==> config.mk <==
export PLATFORM = sky130hd
export DESIGN_NAME = store_retire_buffer_flat
export DESIGN_NICKNAME = d
export VERILOG_FILES = /design/src/rtl/store_retire_buffer_if.sv /design/src/rtl/store_retire_buffer.sv /design/src/flat_wrapper.sv
export SDC_FILE = /design/constraint.sdc
export NUM_CORES = 1
export LEC_CHECK = 0
export ABC_AREA = 0
export CORE_ASPECT_RATIO = 0.6
export CORE_MARGIN = 3
export CORE_UTILIZATION = 50
export DETAILED_ROUTE_END_ITERATION = 7
export PLACE_DENSITY_LB_ADDON = 0.25
export SLEW_MARGIN = 5
export SYNTH_ARGS = -nofsm -noshare
export SYNTH_HDL_FRONTEND = slang
export SYNTH_SLANG_ARGS = --single-unit
==> constraint.sdc <==
create_clock -name clock -period 4.2 [get_ports clock]
set_clock_uncertainty 0.1 [all_clocks]
set_input_delay 1.26 -clock clock [delete_from_list [all_inputs] [get_ports clock]]
set_output_delay 1.26 -clock clock [all_outputs]
set_load 0.02 [all_outputs]
==> src/rtl/store_retire_buffer_if.sv <==
// Port bundle for the post-retire store FIFO: retire-side enqueue, Dmem-side drain,
// and the load-conflict query. The buffer takes the slave modport.
interface store_retire_buffer_if #(
  parameter int DEPTH = 4,
  parameter int XLEN  = 32
);
  localparam int CNT_W = $clog2(DEPTH + 1);

  logic [1:0]       in_command;
  logic [1:0]       in_size;
  logic [XLEN-1:0]  in_addr;
  logic [XLEN-1:0]  in_data;
  logic             full;
  logic             empty;
  logic [CNT_W-1:0] count;
  logic             overflow;

  logic             Dmem_grant;
  logic [1:0]       proc2Dmem_command;
  logic [1:0]       proc2Dmem_size;
  logic [XLEN-1:0]  proc2Dmem_addr;
  logic [XLEN-1:0]  proc2Dmem_data;

  logic             ld_valid;
  logic [XLEN-1:0]  ld_addr;
  logic             ld_conflict;

  modport master (
    output in_command, in_size, in_addr, in_data, Dmem_grant, ld_valid, ld_addr,
    input  full, empty, count, overflow,
    input  proc2Dmem_command, proc2Dmem_size, proc2Dmem_addr, proc2Dmem_data,
    input  ld_conflict
  );

  modport slave (
    input  in_command, in_size, in_addr, in_data, Dmem_grant, ld_valid, ld_addr,
    output full, empty, count, overflow,
    output proc2Dmem_command, proc2Dmem_size, proc2Dmem_addr, proc2Dmem_data,
    output ld_conflict
  );
endinterface

==> src/rtl/store_retire_buffer.sv <==
// In-order queue of committed stores draining to Dmem on arbiter grant; also flags
// loads that hit a pending or incoming store at word granularity.
module store_retire_buffer #(
  parameter int DEPTH = 4,
  parameter int XLEN  = 32
) (
  input  logic                  clock,
  input  logic                  reset,
  store_retire_buffer_if.slave  sb
);
  localparam int PTR_W = $clog2(DEPTH);
  localparam int CNT_W = $clog2(DEPTH + 1);
  localparam logic [1:0] BUS_NONE  = 2'd0;
  localparam logic [1:0] BUS_STORE = 2'd2;

  logic [1:0]       size_q [DEPTH];
  logic [XLEN-1:0]  addr_q [DEPTH];
  logic [XLEN-1:0]  data_q [DEPTH];
  logic [PTR_W-1:0] head_q;
  logic [PTR_W-1:0] tail_q;
  logic [CNT_W-1:0] count_q;
  logic             overflow_q;

  logic             full_w;
  logic             empty_w;
  logic             store_req;
  logic             do_enq;
  logic             do_deq;
  logic             pend_hit;
  logic [PTR_W-1:0] off;
  logic             ld_addr_lsb_unused;

  assign full_w    = (count_q == CNT_W'(DEPTH));
  assign empty_w   = (count_q == '0);
  assign store_req = (sb.in_command == BUS_STORE);
  // Full refuses the store even when the head drains in the same cycle.
  assign do_enq    = store_req && !full_w;
  assign do_deq    = !empty_w && sb.Dmem_grant;

  always_ff @(posedge clock or negedge reset) begin
    if (!reset) begin
      head_q     <= '0;
      tail_q     <= '0;
      count_q    <= '0;
      overflow_q <= 1'b0;
    end else begin
      if (do_enq) tail_q <= tail_q + 1'b1;
      if (do_deq) head_q <= head_q + 1'b1;
      case ({do_enq, do_deq})
        2'b10:   count_q <= count_q + 1'b1;
        2'b01:   count_q <= count_q - 1'b1;
        default: count_q <= count_q;
      endcase
      if (store_req && full_w) overflow_q <= 1'b1;
    end
  end

  always_ff @(posedge clock or negedge reset) begin
    if (!reset) begin
      for (int i = 0; i < DEPTH; i++) begin
        size_q[i] <= '0;
        addr_q[i] <= '0;
        data_q[i] <= '0;
      end
    end else if (do_enq) begin
      size_q[tail_q] <= sb.in_size;
      addr_q[tail_q] <= sb.in_addr;
      data_q[tail_q] <= sb.in_data;
    end
  end

  // Validity is positional: entry i is live when its distance from head is below count.
  always_comb begin
    pend_hit = 1'b0;
    off      = '0;
    for (int i = 0; i < DEPTH; i++) begin
      off = PTR_W'(i) - head_q;
      if ((CNT_W'(off) < count_q) && (addr_q[i][XLEN-1:2] == sb.ld_addr[XLEN-1:2]))
        pend_hit = 1'b1;
    end
  end

  assign ld_addr_lsb_unused = ^sb.ld_addr[1:0];

  assign sb.ld_conflict = sb.ld_valid &&
                          (pend_hit || (store_req && (sb.in_addr[XLEN-1:2] == sb.ld_addr[XLEN-1:2])));

  assign sb.full              = full_w;
  assign sb.empty             = empty_w;
  assign sb.count             = count_q;
  assign sb.overflow          = overflow_q;
  assign sb.proc2Dmem_command = empty_w ? BUS_NONE : BUS_STORE;
  assign sb.proc2Dmem_size    = size_q[head_q];
  assign sb.proc2Dmem_addr    = addr_q[head_q];
  assign sb.proc2Dmem_data    = data_q[head_q];
endmodule

==> src/flat_wrapper.sv <==
// flat-port wrapper written by rule: the top's interface ports become plain ports
module store_retire_buffer_flat 
#(
  parameter int DEPTH = 4,
  parameter int XLEN  = 32
)
  (clock, reset, sb_in_command, sb_in_size, sb_in_addr, sb_in_data, sb_Dmem_grant, sb_ld_valid, sb_ld_addr, sb_full, sb_empty, sb_count, sb_overflow, sb_proc2Dmem_command, sb_proc2Dmem_size, sb_proc2Dmem_addr, sb_proc2Dmem_data, sb_ld_conflict);
  store_retire_buffer_if #(.DEPTH(DEPTH), .XLEN(XLEN)) sb_i ();
  input  logic clock;
  input  logic reset;
  input wire logic [$bits(sb_i.in_command)-1:0] sb_in_command;
  input wire logic [$bits(sb_i.in_size)-1:0] sb_in_size;
  input wire logic [$bits(sb_i.in_addr)-1:0] sb_in_addr;
  input wire logic [$bits(sb_i.in_data)-1:0] sb_in_data;
  input wire logic [$bits(sb_i.Dmem_grant)-1:0] sb_Dmem_grant;
  input wire logic [$bits(sb_i.ld_valid)-1:0] sb_ld_valid;
  input wire logic [$bits(sb_i.ld_addr)-1:0] sb_ld_addr;
  output wire logic [$bits(sb_i.full)-1:0] sb_full;
  output wire logic [$bits(sb_i.empty)-1:0] sb_empty;
  output wire logic [$bits(sb_i.count)-1:0] sb_count;
  output wire logic [$bits(sb_i.overflow)-1:0] sb_overflow;
  output wire logic [$bits(sb_i.proc2Dmem_command)-1:0] sb_proc2Dmem_command;
  output wire logic [$bits(sb_i.proc2Dmem_size)-1:0] sb_proc2Dmem_size;
  output wire logic [$bits(sb_i.proc2Dmem_addr)-1:0] sb_proc2Dmem_addr;
  output wire logic [$bits(sb_i.proc2Dmem_data)-1:0] sb_proc2Dmem_data;
  output wire logic [$bits(sb_i.ld_conflict)-1:0] sb_ld_conflict;
  assign sb_i.in_command = sb_in_command;
  assign sb_i.in_size = sb_in_size;
  assign sb_i.in_addr = sb_in_addr;
  assign sb_i.in_data = sb_in_data;
  assign sb_i.Dmem_grant = sb_Dmem_grant;
  assign sb_i.ld_valid = sb_ld_valid;
  assign sb_i.ld_addr = sb_ld_addr;
  assign sb_full = sb_i.full;
  assign sb_empty = sb_i.empty;
  assign sb_count = sb_i.count;
  assign sb_overflow = sb_i.overflow;
  assign sb_proc2Dmem_command = sb_i.proc2Dmem_command;
  assign sb_proc2Dmem_size = sb_i.proc2Dmem_size;
  assign sb_proc2Dmem_addr = sb_i.proc2Dmem_addr;
  assign sb_proc2Dmem_data = sb_i.proc2Dmem_data;
  assign sb_ld_conflict = sb_i.ld_conflict;
  store_retire_buffer #(.DEPTH(DEPTH), .XLEN(XLEN)) u_core (.clock(clock), .reset(reset), .sb(sb_i));
endmodule
== Word-level counts from Yosys, hierarchy flattened ==
Index checks and enable logic that the tools add are counted.

* Word-level logic and storage cells: 79
* Output and inout bits: 75
* Bits in registers: 272

* Magnitude comparators: 7
* Reductions and logical operators: 15
* Muxes and demuxes: 22
* Bitwise gates (word level): 2
* Equal/unequal tests: 9
* $add $sub $neg: 8

{| class="wikitable"
|+ Operators with widths
! cell !! number
|-
| $bwmux W128 || 2
|-
| $mux W32 || 5
|-
| $eq A30 B30 Y1 || 5
|-
| $bmux W32 S2 || 2
|-
| $demux W32 S2 || 1
|-
| $lt A2 B3 Y1 || 4
|-
| $logic_and A1 B1 Y1 || 10
|-
| $bwmux W8 || 1
|-
| $mux W2 || 4
|-
| $ge A3 B3 Y1 const B || 2
|-
| $not A2 Y3 || 2
|-
| $pmux W3 S2 || 1
|-
| $add A2 B1 Y2 const B || 2
|-
| $bmux W2 S2 || 1
|-
| $demux W2 S2 || 1
|-
| $eq A2 B2 Y1 const B || 2
|-
| $mux W1 || 4
|-
| $sub A1 B2 Y2 const A || 2
|-
| $sub A2 B2 Y2 const A || 2
|-
| $add A3 B1 Y3 const B || 1
|-
| $eq A3 B3 Y1 const B || 1
|-
| $logic_not A3 Y1 || 1
|-
| $lt A3 B1 Y1 const B || 1
|-
| $sub A3 B1 Y3 const B || 1
|-
| 4 further kinds || 5
|}

== Longest topological paths before layout ==
Gate-level depths: netlist of the first run.

* Depth in word-level cells: 9
* Gate-level depth with buffers: 11
* Depth with buffers taken out: 10

== Least setup slack after synthesis of the first run ==
No wires, ideal clock.

* Kind: input to output
* From: in sb_ld_addr[3]
* To: out sb_ld_conflict
* Stages on the path: 7
* Data arrival time: 2697 ps
* Setup slack: 143 ps
* Buffers on the path: 1
* Cell sequence: clkbuf_1 xor2_1 nor4_2 nand4_1 a2111oi_2 nor3_1 a21boi_1

* Longest elaborated chain between the ends: 8
* Elaborated cells on any way between the ends: 16
* Those cells by class: eq/ne (5); mux (4); reduce/logical (7)

{| class="wikitable"
|+ Ends and longest elaborated chain
! item !! line !! source
|-
| start, declared || flat_wrapper.sv:17 || <nowiki>input wire logic [$bits(sb_i.ld_addr)-1:0] sb_ld_addr;</nowiki>
|-
| $eq A30 B30 Y1 || store_retire_buffer.sv:78 || <nowiki>if ((CNT_W'(off) < count_q) && (addr_q[i][XLEN-1:2] == sb.ld_addr[XLEN-1:2]))</nowiki>
|-
| $logic_and A1 B1 Y1 || store_retire_buffer.sv:78 ||
|-
| $mux W1 (4 in a row) || store_retire_buffer.sv:78 ||
|-
| $logic_or A1 B1 Y1 * || store_retire_buffer.sv:86 || <nowiki>(pend_hit || (store_req && (sb.in_addr[XLEN-1:2] == sb.ld_addr[XLEN-1:2])));</nowiki>
|-
| $logic_and A1 B1 Y1 * || store_retire_buffer.sv:85 || <nowiki>assign sb.ld_conflict = sb.ld_valid &&</nowiki>
|-
| end, declared || flat_wrapper.sv:26 || <nowiki>output wire logic [$bits(sb_i.ld_conflict)-1:0] sb_ld_conflict;</nowiki>
|}

Mark *: on every way between the ends. The rest lies on a longest branch, timed or not.

== Worst setup path in the final report of the first run ==
* From: in sb_ld_addr[10]
* To: out sb_ld_conflict

Same word-level chain as after synthesis.

==> results by group, run 1 <==
Synthesis
  • EDFF count, synth: 0
  • Post-synthesis mux area share: approximately 32%
  • Number of distinct library cells after synthesis: 38
  • Largest family of logic cells by synthesized area: multiplexers
  • Xor-xnor portion of the synthesized cell area: 9.92%
  • Simple-gate share of the synthesized area: 2.73%
  • Fraction of the mapped netlist area in adder cells: less than 1%
  • Synthesized net count: 1051
  • Synth Warn #: 0
  • Synth async-reset ratio: 100%
  • Synth Area in Compound Gates: less than 1%
  • Post-Syn Instances: 937
  • Sequential share of the synthesized area: 49.1%
  • Post-synth top flop: dfrtp_1
  • Synth Cell Area: 13900 um2
  • Synthesis-stage register bit count: approximately 270
  • Avg Inst Size Synth: 14.8 um2

STA
  • Slew @ Worst Pin: 0.746 ns
  • Max-slew headroom: 50.3%
  • Final WS setup: -0.188 ns
  • Period minus WS final: about 4.4 ns
  • Final setup viols: 1
  • Crit share post-route: 104%
  • Fin. max-slew vios: 0
  • Fmax achieved: 228 MHz
  • RSZ-0062 raised after global routing: yes
  • Fin. Hold Viols: 0

Min path
  • HP Class: flop to flop

CTS
  • Post-cts hold buffer count: 0
  • Clock Latency Late Sink: 0.55 ns
  • # H-tree levels: 1
  • Worst-path clk slew: 0.07 ns
  • Clock buffer count from CTS: 26
  • CTS tree: done
  • CTS root buffer: clkbuf_16
  • CTS max path bufs: 3
  • CTS sink cnt: 272

GRT
  • Largest net degree at the start of global routing: 91
  • Antenna violations before repair: 1
  • First-pass GRT wire length: 58100 um
  • Vias in the first global route: 9281
  • Gr usage total: 25.5%
  • Global route overflow: 0

Routing
  • Avg WL per Cell: ~24 um
  • DRC: 0
  • Uppermost layer routed: met5
  • DRT iter0 DRCs: 592
  • ANT nets after route: 0
  • Wire length on met3: 3120 um
  • M1 WL: between 15000 and 20000 um
  • DR vias/cell: 5.63
  • TritonRoute pass-1 iters: 5
  • Routed length on met2: 15500 um
  • Post-Route WL: 37200 um
  • Vias: between 8k and 9k

Floorplan
  • Overall die area: 29800 um2
  • Initial Util: 51.7%
  • Die height: 135 um
  • Die width: ~220 um
  • Top Ports: roughly 180
  • Row cnt: 46
  • Core Footprint: 26800 um2

Cells and area
  • Layout Nets: 1295
  • Layout cells sized above 1: 34.1%
  • Util after Layout: 66.0%
  • # diodes: 0
  • Area growth, synth to finish: 27.6%

Setup path
  • CP dominant cell by count: buf_4
  • Slowest cell on the critical path: nor4_2
  • Crit path DAT: 3.03 ns
  • Setup crit end kind: primary output
  • CP Data Required Time: 2.84 ns
  • Family with the most delay on the worst path: buffers and inverters
  • CP peak stage delay: 0.32 ns
  • CP Launch Type: input port
  • Critical path cell sequence: buf_8 > buf_4 > xor2_1 > nor4_2 > buf_4 > nand4_1 > a2111oi_4 > nor3_1 > a21boi_1 > buf_4
  • Crit path buf inv count: 4
  • CP Max Fanout: 3
  • Critical path type: input port to primary output

Placed design
  • IO buf count: roughly 180
  • Placer Congestion: 0.994
  • Pre-CTS WS: -1.15 ns
  • Post-DP HPWL: 26400 um

Pwr
  • Power per cell area: 815 nW/um2
  • Worst vdd ir: about 0.53 mV
  • Leakage: between 0.007 and 0.008 uW

Run status
  • Violated checks: setup timing
  • Run status: complete, but fails checks

Run
  • Max cap viols: 0
power by group:
group | switching [uW] | internal (uW) | leakage, uW
Clock | 1020 | 1450 | 0.000432
Combinational | 3260 | 3730 | 0.00388
Sequential | 1020 | 3950 | 0.00328
logic make-up (layout without fill, tap and decap cells):
family,Yosys count,in the layout
muxes,330,330
DFF,272,272
xor gates and xnor gates,157,157
buffers and inverters,92,354
and+or+nand+nor,60,60
AOI/OAI and AO/OA,15,15
adders and majority gates,10,10
other,1,1
flip-flops by register name, indices dropped and copies added, names as in the netlist:
signal / flops
u_core.addr_q: 128
u_core.data_q: 128
u_core.head_q: 2
u_core.sb.count: 3
u_core.sb.overflow: 1
u_core.size_q: 8
u_core.tail_q: 2
synthesized netlist by cell type (2+ instances only):
library cell	instances	share of area (%)
a2111oi_0	2	0.13
a21oi_1	2	0.072
buf_2	34	1.2
buf_4	2	0.11
buf_6	26	2.1
clkbuf_1	13	0.35
dfrtp_1	272	49
ha_1	9	0.81
inv_1	15	0.41
mux2_1	160	13
mux2_2	104	8.4
mux4_2	66	11
nand2_1	3	0.081
nand2_2	4	0.18
nand3_1	4	0.14
nand4_1	13	0.59
nor3_1	5	0.18
nor4_1	24	1.1
o2111ai_1	3	0.19
o21ai_0	3	0.11
xnor2_1	53	3.3
xor2_1	104	6.6
repair_timing:
action / 4_1_cts / 5_1_grt
endpoints found under the setup margin: 64 / 1
resized for setup: 187 / 23
hold endpoints to repair: 0 / 0
pin swaps: 37 / 10
buffers inserted: 5 / 2
layout by cell type (no fill, tap or decap), types with 19 or more instances in the layout:
master / synthesis / routed
buf_2: 34 / 19
clkbuf_16: 0 / 27
buf_4: 2 / 100
mux4_2: 66 / 66
mux2_1: 160 / 160
xor2_1: 104 / 86
dfrtp_1: 272 / 270
mux2_2: 104 / 104
clkdlybuf4s50_1: 0 / 125
xnor2_1: 53 / 50
per-layer routing:
layer  vias up  GRT usage [%]
met5         -              0
met4         2           4.39
met3        42           7.60
met2       264           35.3
met1      4601           40.0
li1       3868              -
final timing paths:
check / from / endpoint / slack (ns) / depth (start not counted)
max in group asynchronous: reset / u_core.data_q[31] / 2.56 / 2
hold reg to reg: u_core.data_q[30] / u_core.data_q[30] / 0.39 / 1
setup / recovery: sb_ld_addr[10] / sb_ld_conflict / -0.19 / 10
hold / removal: u_core.data_q[30] / u_core.data_q[30] / 0.39 / 1
min in group asynchronous: reset / u_core.addr_q[20] / 0.65 / 1
setup reg to reg: u_core.sb.count[0] / u_core.addr_q[58] / 1.82 / 6
through the flow:
stage	power (uW)	TNS [ns]	std cells	cell area, um2	hold slack (ns)
after global placement	11700	-1.19	1507	16500	0.369
after detailed placement	11800	-1.15	1507	16500	0.378
after CTS	14400	-0.133	1557	17600	0.393
after floorplan	8950	0	937	13900	0.359
final	14400	-0.188	1559	17700	0.387
after global routing	15200	-0.279	1559	17700	0.401
final cells by class:
cell class | count | area, um2
fill | 2011 | 9130
multi-input combinational | 573 | 6840
sequential | 272 | 6810
timing repair buffer | 292 | 2650
clock buffer | 40 | 774
tap | 360 | 450
clock inverter | 6 | 105
inverter | 16 | 60.1
Power figures use the tool's default switching activity.
==> run 2, diff against run 1 <==
==> constraint.sdc (replaced) <==
create_clock -name clock -period 4.2 [get_ports clock]
set_clock_uncertainty 0.1 [all_clocks]
set_input_delay 0.63 -clock clock [delete_from_list [all_inputs] [get_ports clock]]
set_output_delay 0.63 -clock clock [all_outputs]
set_load 0.02 [all_outputs]
==> run 2 against run 1 <==
Effect of this change:
- global-route usage down 1.2 points
- critical path type unchanged
- wire length down 4.1%
- the run ends with hold timing left
- die area unchanged
- utilization down 3.2 points
- critical path depth down 2
- largest power group unchanged
- final area down 4.9%
- setup slack better by 0.68 ns
==> results by group, run 2 (synthesized netlist as in run 1, its figures left out) <==
CTS
  • Clock buffer count from CTS: 26 (unchanged)
  • CTS tree: done
  • CTS max path bufs: 3 (unchanged)
  • # H-tree levels: 1 (unchanged)
  • CTS root buffer: clkbuf_16
  • Worst-path clk slew: 0.07 ns (about the same)
  • CTS sink cnt: 272 (unchanged)
  • # Post-CTS Setup Buffers: 0 (-5)
  • Clock Latency Late Sink: 0.53 ns (-0.02 ns)

Setup path
  • CP Max Fanout: 3 (unchanged)
  • CP Launch Type: input port
  • Worst-case reg-to-reg path depth: 5 (-1)
  • CP Data Required Time: 3.47 ns (+0.63 ns)
  • Setup crit end kind: primary output
  • Crit path DAT: 2.98 ns (-0.05 ns)
  • R2R setup slack: 1.66 ns (-0.16 ns)
  • Worst r2r src: u_core.sb.count[2]
  • RR Endpoint: u_core.data_q[40]
  • Critical path type: input port to primary output

Routing
  • Vias: 8615 (-1.8%)
  • ANT nets after route: 0 (unchanged)
  • Post-Route WL: 35700 um (-4.1%)
  • DRT iter0 DRCs: 574 (-3.0%)
  • DRC: 0 (unchanged)
  • DR vias/cell: 5.80 (+3.0%)
  • TritonRoute pass-1 iters: 5 (unchanged)
  • Avg WL per Cell: 24.1 um (+0.72%)

Pwr
  • Worst vdd ir: 0.455 mV (-14%)
  • Net load switching power: 5090 uW (-3.9%)
  • Combinational share of power: 47.7% (-0.8 points)
  • Clk network pwr share: 17.4% (+0.3 points)
  • Sw frac: 36.2% (-0.52 points)
  • Internal: 8970 uW (-1.8%)
  • Reg power frac: 34.9% (+0.5 points)
  • Leakage: 0.00711 uW (-6.3%)
  • Power per cell area: 835 nW/um2 (+2.5%)

Cells and area
  • FF/Latch Area: 6810 um2 (unchanged)
  • Area growth, synth to finish: 21.4%
  • Most frequent cells in the layout: dfrtp_1 (270), clkdlybuf4s50_1 (173), mux2_1 (160)
  • Commonest non-fill, non-tap cell in the layout: dfrtp_1
  • Layout cells sized above 1: 23.6% (-11 points)
  • Largest registers: u_core.addr_q: 128 flops, u_core.data_q: 128 flops, u_core.size_q: 8 flops
  • Multi-input gate area: 6490 um2 (-5.1%)
  • Fillers: 2132 (+6.0%)
  • Layout Nets: 1221 (-5.7%)

STA
  • Fmax achieved: 270 MHz (+18%)
  • Crit share post-route: 88.3% (-16 points)
  • Worst hold slack: -0.0396 ns (-0.427 ns)
  • Setup tns final: 0 ns (+0.188 ns)
  • Max-slew headroom: 28.6% (-22 points)
  • Period minus WS final: 3.71 ns (-0.680 ns)
  • RSZ-0062 raised after global routing: no
  • Slew @ Worst Pin: 1.07 ns (+0.324 ns)
  • Final setup viols: 0 (-1)
  • Final WS setup: 0.492 ns (+0.680 ns)
  • Fin. max-slew vios: 0 (unchanged)
  • Fin. Hold Viols: 19 (+19)

Floorplan
  • Die height: 135 um (unchanged)
  • Core Footprint: 26800 um2 (unchanged)
  • Die width: 221 um (unchanged)
  • Top Ports: 179 (unchanged)
  • Row cnt: 46 (unchanged)
  • Initial Util: 51.7% (unchanged)
  • Overall die area: 29800 um2 (unchanged)

Placed design
  • Pre-CTS WS: 0.174 ns (+1.33 ns)
  • Placer Congestion: 0.974 (-2.0%)
  • Post-DP HPWL: 25300 um (-4.2%)
  • IO buf count: 175 (unchanged)

GRT
  • First-pass GRT wire length: 55500 um (-4.4%)
  • Antenna violations before repair: 1 (unchanged)
  • Global route overflow: 0 (unchanged)
  • Vias in the first global route: 9004 (-3.0%)
  • Largest net degree at the start of global routing: 93 (+2.2%)
  • Gr usage total: 24.3% (-1.2 points)

Run status
  • Run status: complete, but fails checks
  • Violated checks: hold timing

Min path
  • HP Class: input port to asynchronous set/reset pin

Run
  • Max cap viols: 0 (unchanged)
run 2: changes by cell type in the layout (fill, tap and decap cells not counted), sizes merged:
cell,change
buf,-97
clkdlybuf4s50,+48
dlygate4sd2,-15
clkbuf,-3
diode,+1
clkdlybuf4s15,-8
run 2: area by class of cell:
type                       instances  area share (%)
antenna                            1          0.0149
clock buffer                      39            4.58
clock inverter                     6           0.625
inverter                          16           0.357
multi-input combinational        573            38.6
sequential                       272            40.5
tap                              360            2.68
timing repair buffer             218            12.7
run 2: repair_timing:
action	4_1_cts	5_1_grt
gates resized for setup	0	2
setup endpoints to repair	0	1
hold buffers	0	0
run 2: metal layers:
layer	GRT usage (%)	part of all wire [%]	vias to the layer above
met1	37.9	49	4555
met3	7.82	8.6	38
met2	33.5	41	284
li1	-	-	3738
met4	3.89	1.4	0
met5	0	0	-
run 2: stage by stage:
step	cells	total power, uW	util [%]	cell area, um2
after floorplan	937	8950	-	13900
after global placement	1439	11500	59.4	15900
after detailed placement	1439	11600	59.4	15900
after CTS	1484	14100	62.7	16800
after global routing	1485	14800	62.7	16800
final	1485	14100	62.7	16800
run 2: critical path, stage by stage:
cell and delay (ns):
clkdlybuf4s50_1 0.57, xor2_1 0.20, nor4_1 0.51, nand4_1 0.21
a2111oi_2 0.36, nor3_1 0.08, a21boi_1 0.17, dlymetal6s2s_1 0.26
run 2: power groups by stage:
stage | Clock [uW] | Combinational [uW] | Sequential [uW]
2_1_floorplan | 0 | 4330 | 4620
3_3_place_gp | 0 | 6620 | 4860
3_5_place_dp | 0 | 6710 | 4910
4_1_cts | 2510 | 6750 | 4880
5_1_grt | 2620 | 7130 | 5070
6_report | 2450 | 6710 | 4900
run 2: how the worst max path moves through the flow:
stage / start / to / slack (ns) / depth (start not counted)
global route: sb_ld_addr[10] / sb_ld_conflict / 0.38 / 9
CTS: sb_ld_addr[10] / sb_ld_conflict / 0.14 / 9
detailed placement: sb_ld_addr[10] / sb_ld_conflict / 0.17 / 9
global placement: sb_ld_addr[10] / sb_ld_conflict / 0.17 / 9
finish: sb_ld_addr[21] / sb_ld_conflict / 0.49 / 8
floorplan: u_core.head_q[0] / sb_ld_conflict / 1.12 / 11
